$ cat config.mk
export PLATFORM = sky130hd
export DESIGN_NAME = dht11_sampler
export DESIGN_NICKNAME = d
export VERILOG_FILES = /design/src/rtl/dht11_sampler.sv
export SDC_FILE = /design/constraint.sdc
export NUM_CORES = 1
export LEC_CHECK = 0
export ABC_CLOCK_PERIOD_IN_PS = 6000
export CORE_ASPECT_RATIO = 0.5
export CORE_UTILIZATION = 60
export CTS_CLUSTER_DIAMETER = 30
export DETAILED_ROUTE_END_ITERATION = 10
export GPL_TIMING_DRIVEN = 0
export HOLD_SLACK_MARGIN = 0.12
export MAX_ROUTING_LAYER = met4
export PLACE_DENSITY = 0.86
export SLEW_MARGIN = 20
export SYNTH_ARGS = -nofsm -noshare
export SYNTH_HDL_FRONTEND = slang
export SYNTH_SLANG_ARGS = --single-unit
$ cat constraint.sdc
create_clock -name clk -period 6 [get_ports clk]
set_input_delay 1.2 -clock clk [delete_from_list [all_inputs] [get_ports clk]]
set_output_delay 1.2 -clock clk [all_outputs]
set_load 0.05 [all_outputs]
$ cat src/rtl/dht11_sampler.sv
// -----------------------------------------------------------------------------
// dht11_sampler
//   Schedules reads from a DHT11 controller. It starts a read periodically, or
//   at once on request. Each read has a timeout. After a failure it waits a
//   holdoff and retries, and it gives up after MAX_RETRY consecutive failures.
//   It keeps the last good humidity and temperature bytes, and optionally
//   their BCD forms.
//
//   Optional feature: define DHT11_SAMPLER_BCD_EN to get registered BCD outputs.
//   Without it, o_rh_bcd and o_t_bcd are tied to 0.
//
// Ports
//   clk, rst       system clock, synchronous active-high reset
//   i_enable       level, enables periodic sampling
//   i_force        pulse, request an immediate read (honoured only in IDLE)
//   i_done/i_valid done pulse and checksum-ok flag from the controller
//   i_rh, i_t      humidity / temperature integer bytes from the controller
//   o_start        one-cycle start pulse to the controller
//   o_ctrl_rst     one-cycle pulse resetting a hung controller (on timeout)
//   o_rh, o_t      last good humidity / temperature
//   o_rh_bcd/o_t_bcd BCD of o_rh / o_t (0 unless BCD enabled)
//   o_update       one-cycle pulse when a good reading is latched
//   o_fail         level, retries exhausted
//   o_err_cnt      saturating count of failed transactions
//   o_busy         high whenever the FSM is not in IDLE
// -----------------------------------------------------------------------------
module dht11_sampler #(
   parameter int CLK_HZ     = 100_000_000,
   parameter int PERIOD_MS  = 2000,
   parameter int TIMEOUT_MS = 40,
   parameter int RETRY_MS   = 1000,
   parameter int MAX_RETRY  = 3
) (
   input  logic       clk,
   input  logic       rst,
   input  logic       i_enable,
   input  logic       i_force,
   input  logic       i_done,
   input  logic       i_valid,
   input  logic [7:0] i_rh,
   input  logic [7:0] i_t,
   output logic       o_start,
   output logic       o_ctrl_rst,
   output logic [7:0] o_rh,
   output logic [7:0] o_t,
   output logic [7:0] o_rh_bcd,
   output logic [7:0] o_t_bcd,
   output logic       o_update,
   output logic       o_fail,
   output logic [7:0] o_err_cnt,
   output logic       o_busy
);

   localparam int DIV   = CLK_HZ / 1000;
   localparam int MS_W  = (DIV > 1) ? $clog2(DIV) : 1;
   localparam int CNT_W = 16;

   localparam logic [MS_W-1:0]  MS_LAST      = MS_W'(DIV - 1);
   localparam logic [CNT_W-1:0] PERIOD_LAST  = CNT_W'(PERIOD_MS - 1);
   localparam logic [CNT_W-1:0] TIMEOUT_LAST = CNT_W'(TIMEOUT_MS - 1);
   localparam logic [CNT_W-1:0] RETRY_LAST   = CNT_W'(RETRY_MS - 1);
   localparam logic [7:0]       RETRY_MAX    = 8'(MAX_RETRY);

   typedef enum logic [1:0] {IDLE, TRIG, WAIT, HOLDOFF} state_t;

   state_t           state_q, state_d;
   logic [MS_W-1:0]  ms_cnt_q, ms_cnt_d;
   logic [CNT_W-1:0] period_cnt_q, period_cnt_d;
   logic [CNT_W-1:0] to_cnt_q, to_cnt_d;
   logic [CNT_W-1:0] hold_cnt_q, hold_cnt_d;
   logic [7:0]       retry_q, retry_d;
   logic             start_q, start_d;
   logic             ctrl_rst_q, ctrl_rst_d;
   logic [7:0]       rh_q, rh_d;
   logic [7:0]       t_q, t_d;
   logic             update_q, update_d;
   logic             fail_q, fail_d;
   logic [7:0]       err_cnt_q, err_cnt_d;

   logic tick;
   logic good;
   logic failure;

   // Free-running ms prescaler; the tick is the last count of each ms.
   assign tick     = (ms_cnt_q == MS_LAST);
   assign ms_cnt_d = tick ? '0 : ms_cnt_q + 1'b1;

   always_comb begin
      state_d      = state_q;
      period_cnt_d = period_cnt_q;
      to_cnt_d     = to_cnt_q;
      hold_cnt_d   = hold_cnt_q;
      retry_d      = retry_q;
      start_d      = 1'b0;
      ctrl_rst_d   = 1'b0;
      rh_d         = rh_q;
      t_d          = t_q;
      update_d     = 1'b0;
      fail_d       = fail_q;
      err_cnt_d    = err_cnt_q;
      good         = 1'b0;
      failure      = 1'b0;

      case (state_q)
         IDLE: begin
            if (!i_enable)
               period_cnt_d = '0;
            else if (tick)
               period_cnt_d = period_cnt_q + 1'b1;
            if (i_force || (i_enable && tick && period_cnt_q == PERIOD_LAST)) begin
               state_d      = TRIG;
               period_cnt_d = '0;
               start_d      = 1'b1;
            end
         end
         TRIG: begin
            to_cnt_d = '0;
            state_d  = WAIT;
         end
         WAIT: begin
            if (tick)
               to_cnt_d = to_cnt_q + 1'b1;
            // A done pulse wins over a timeout landing in the same cycle.
            if (i_done) begin
               if (i_valid)
                  good = 1'b1;
               else
                  failure = 1'b1;
            end else if (tick && to_cnt_q == TIMEOUT_LAST) begin
               failure    = 1'b1;
               ctrl_rst_d = 1'b1;
            end
         end
         HOLDOFF: begin
            if (tick) begin
               hold_cnt_d = hold_cnt_q + 1'b1;
               if (hold_cnt_q == RETRY_LAST) begin
                  hold_cnt_d = '0;
                  state_d    = TRIG;
                  start_d    = 1'b1;
               end
            end
         end
         default: state_d = IDLE;
      endcase

      if (good) begin
         rh_d         = i_rh;
         t_d          = i_t;
         update_d     = 1'b1;
         retry_d      = '0;
         fail_d       = 1'b0;
         state_d      = IDLE;
         period_cnt_d = '0;
      end

      if (failure) begin
         err_cnt_d = (err_cnt_q == 8'hFF) ? err_cnt_q : err_cnt_q + 8'd1;
         if (retry_q + 8'd1 == RETRY_MAX) begin
            fail_d       = 1'b1;
            retry_d      = '0;
            state_d      = IDLE;
            period_cnt_d = '0;
         end else begin
            retry_d    = retry_q + 8'd1;
            hold_cnt_d = '0;
            state_d    = HOLDOFF;
         end
      end
   end

   always_ff @(posedge clk) begin
      if (rst) begin
         state_q      <= IDLE;
         ms_cnt_q     <= '0;
         period_cnt_q <= '0;
         to_cnt_q     <= '0;
         hold_cnt_q   <= '0;
         retry_q      <= '0;
         start_q      <= 1'b0;
         ctrl_rst_q   <= 1'b0;
         rh_q         <= '0;
         t_q          <= '0;
         update_q     <= 1'b0;
         fail_q       <= 1'b0;
         err_cnt_q    <= '0;
      end else begin
         state_q      <= state_d;
         ms_cnt_q     <= ms_cnt_d;
         period_cnt_q <= period_cnt_d;
         to_cnt_q     <= to_cnt_d;
         hold_cnt_q   <= hold_cnt_d;
         retry_q      <= retry_d;
         start_q      <= start_d;
         ctrl_rst_q   <= ctrl_rst_d;
         rh_q         <= rh_d;
         t_q          <= t_d;
         update_q     <= update_d;
         fail_q       <= fail_d;
         err_cnt_q    <= err_cnt_d;
      end
   end

`ifdef DHT11_SAMPLER_BCD_EN
   // Two-digit BCD. Values above 99 clamp to 99.
   function automatic logic [7:0] to_bcd(input logic [7:0] v);
      logic [3:0] tens;
      logic [3:0] units;
      if (v > 8'd99)
         return 8'h99;
      tens  = 4'(v / 8'd10);
      units = 4'(v % 8'd10);
      return {tens, units};
   endfunction

   logic [7:0] rh_bcd_q, rh_bcd_d;
   logic [7:0] t_bcd_q, t_bcd_d;

   always_comb begin
      rh_bcd_d = rh_bcd_q;
      t_bcd_d  = t_bcd_q;
      if (good) begin
         rh_bcd_d = to_bcd(i_rh);
         t_bcd_d  = to_bcd(i_t);
      end
   end

   always_ff @(posedge clk) begin
      if (rst) begin
         rh_bcd_q <= '0;
         t_bcd_q  <= '0;
      end else begin
         rh_bcd_q <= rh_bcd_d;
         t_bcd_q  <= t_bcd_d;
      end
   end

   assign o_rh_bcd = rh_bcd_q;
   assign o_t_bcd  = t_bcd_q;
`else
   assign o_rh_bcd = 8'h00;
   assign o_t_bcd  = 8'h00;
`endif

   assign o_start    = start_q;
   assign o_ctrl_rst = ctrl_rst_q;
   assign o_rh       = rh_q;
   assign o_t        = t_q;
   assign o_update   = update_q;
   assign o_fail     = fail_q;
   assign o_err_cnt  = err_cnt_q;
   assign o_busy     = (state_q != IDLE);

endmodule

==> reports/summary.txt <==
Ports - 67
Vias - 4,995
CP Launch Type - flip-flop
Worst reg2reg setup slack - 3.25 ns
Leak Pwr - 2.124 nW
Largest net degree at the start of global routing - 20
Post-synth cell types - 56
CTS root buffer - clkbuf_16
Worst min path class - flip-flop to flip-flop
Drt total wl - 12.54 mm
Worst skew pair latency - 0.36 ns
RR Endpoint - period_cnt_q[7]$_SDFF_PP0_
Post-Syn Area - 5194 sq um
Post-synth top area cell - dfxtp_1
DIE HEIGHT - 67.79 um
RSZ-0062 raised after global routing - false
Hold endpoint - ms_cnt_q[0]$_SDFF_PP0_
Worst reg2reg startpoint - ms_cnt_q[0]$_SDFF_PP0_
CORE AREA - 8202 sq um
CTS clk-pin slew, worst paths - 0.07 ns
GRT Total Usage - 0.2912
Pwr Total - 1.613 mW
Slew Viols, Final - 0
Synth top area cells - dfxtp_1, a21oi_1, nand2_1
Slew headroom - 0.3667
Routed len/inst - 15.11 um
Worst Max-Slew Pin Slew - 0.9412 ns
CP endpoint kind - output port
Antenna cells - 0
Clock skew - 0.01042 ns
Drt initial violations - 401
Num rows - 23
Yosys reg bits - 103
Die boundary width - 133.6 um
Most frequent cells in the layout - dfxtp_1, nand2_1, nor2_1
CP Data Arrival Time - 2.07 ns
H-tree Lvls - 3
FF-to-FF path depth - 9
Post-DP HPWL - 8.759 mm
Syn Inst Count - 638
Peak supply drop - 0.1809 mV
P&R area growth vs syn - 18.84%
Mapped Avg Cell Area - 8.141 sq um
Min cycle time layout - 3.269 ns
CTS Hold Buffers Added - 0
YS warnings - 0
Min-Delay Path Depth - 1
Vias per std cell - 6.018
WS Path Type - flip-flop to output port
GPL Wtd Cong - 0.8751
Post-synth ARST share - 0
Max Root-Sink Buffers - 2
CTS Sinks - 103
Cts bufs inserted - 9
Initial Util - 0.6333
# Post-CTS Setup Buffers - 0
Final period utilization - 0.5449
Share of cells above drive strength 1 - 0.07242
DR pass1 iterations - 6
Max-cap violations - 0
Synth top area share - 0.3970
Post-synth EDFFs - 0
Post-synthesis sequential area ratio - 0.3970
Number of global-route vias before repair - 4,350
Antenna violations before repair - 0
Grt ovf - 0
DR DRC count - 0
First-pass GRT wire length - 20.13 mm
Crit Path Max Fanout - 9
Synth Flop Type - dfxtp_1
Max Fclk - 305.9 MHz
WP data required - 4.80 ns
Port Buf Inserts - 49
Sum Neg Setup Slack - 0 ns
Most common cell after layout, fill and taps aside - dfxtp_1
Hold Path Origin - ms_cnt_q[0]$_SDFF_PP0_
Die ar. - 9055 sq um
Nets - 746
Status - completed
CTS tree - yes
DRT antenna net count - 0
Hold Fails Final Rpt - 0
Gates resized, CTS repair - 0
Final-report setup violation count - 0
Power per cell area - 261.3 nW/um^2
## critical path, stage by stage (launching register included)
cell and delay (ns):
dfxtp_1 0.39, inv_1 0.08, ha_1 0.21, clkinv_1 0.18, clkdlybuf4s50_1 0.84
## sequential cells by signal (all words and copies together) (netlist names)
register	flops
retry_q	8
state_q	2
o_update	1
o_ctrl_rst	1
ms_cnt_q	17
to_cnt_q	16
o_err_cnt	8
period_cnt_q	16
hold_cnt_q	16
o_fail	1
o_start	1
o_t	8
o_rh	8
## power breakdown
part | leakage [nW] | switching [mW] | internal [mW]
clock network | 0.136 | 0.285 | 0.290
registers | 0.831 | 0.0112 | 0.698
logic | 1.16 | 0.227 | 0.102
total | 2.12 | 0.523 | 1.09
## metal layers
layer	track usage	wire (um)
met4	0.09233	137
met5	-	0
met3	0.06832	973
met2	0.4863	5832
met1	0.3541	5601
## worst max path at each step
stage	start	end	slack (ns)	cells after the start
2_1_floorplan	i_done	state_q[1]$_SDFFE_PP0P_	3.33	7
3_3_place_gp	i_enable	period_cnt_q[12]$_SDFF_PP0_	2.48	8
3_5_place_dp	i_enable	period_cnt_q[14]$_SDFF_PP0_	2.41	8
4_1_cts	state_q[0]$_SDFFE_PP0P_	o_busy	2.73	4
5_1_grt	i_enable	period_cnt_q[14]$_SDFF_PP0_	2.54	8
6_report	state_q[1]$_SDFFE_PP0P_	o_busy	2.73	4
## stage by stage
stage | utilization | worst slack, ns | instances | instance area, sq um | hold WS (ns)
floorplan | - | 3.333 | 653 | 5250 | 0.4132
global placement | 0.7170 | 2.480 | 814 | 5881 | 0.4277
CTS | 0.7526 | 2.729 | 830 | 6172 | 0.4517
finish | 0.7526 | 2.731 | 830 | 6172 | 0.4446
detailed placement | 0.7170 | 2.407 | 814 | 5881 | 0.4416
global route | 0.7526 | 2.542 | 830 | 6172 | 0.4725
## logic make-up after synthesis
kind of cell / count (synthesis) / synth area share
and+or+nand+nor: 297 / 0.2997
AOI/OAI and AO/OA: 144 / 0.1718
DFF: 103 / 0.3970
buffers and inverters: 52 / 0.05324
xor gates and xnor gates: 29 / 0.04891
adders and majority gates: 11 / 0.02650
other: 1 / 0.0007220
muxes: 1 / 0.002168
## cell type report
cell class                 count  area, sq um
sequential                   103         2062
timing repair buffer          49        490.5
clock buffer                   9        225.2
multi-input combinational    498         2912
clock inverter                 7        66.31
inverter                      11        41.29
fill                         613         2029
tap                          112        140.1
buffer                        41        235.2
## synth_stat cells, types with 4 or more instances
library cell and n:
dfxtp_1 103, nand2_1 84, nor2_1 69, a21oi_1 67, nand3_1 29, o21ai_0 26, clkbuf_1 21, nand4_1 17
and3_1 16, buf_4 16, xnor2_1 15, or3_1 14, xor2_1 14, a311oi_1 11, ha_1 11, nor3_1 11
nor4_1 11, a31oi_1 10, inv_1 10, a211oi_1 9, nand3b_1 7, and4_1 6, and2_1 5, nand2b_1 4
nand4b_1 4
Note: power is estimated with default switching activity, not from simulation.
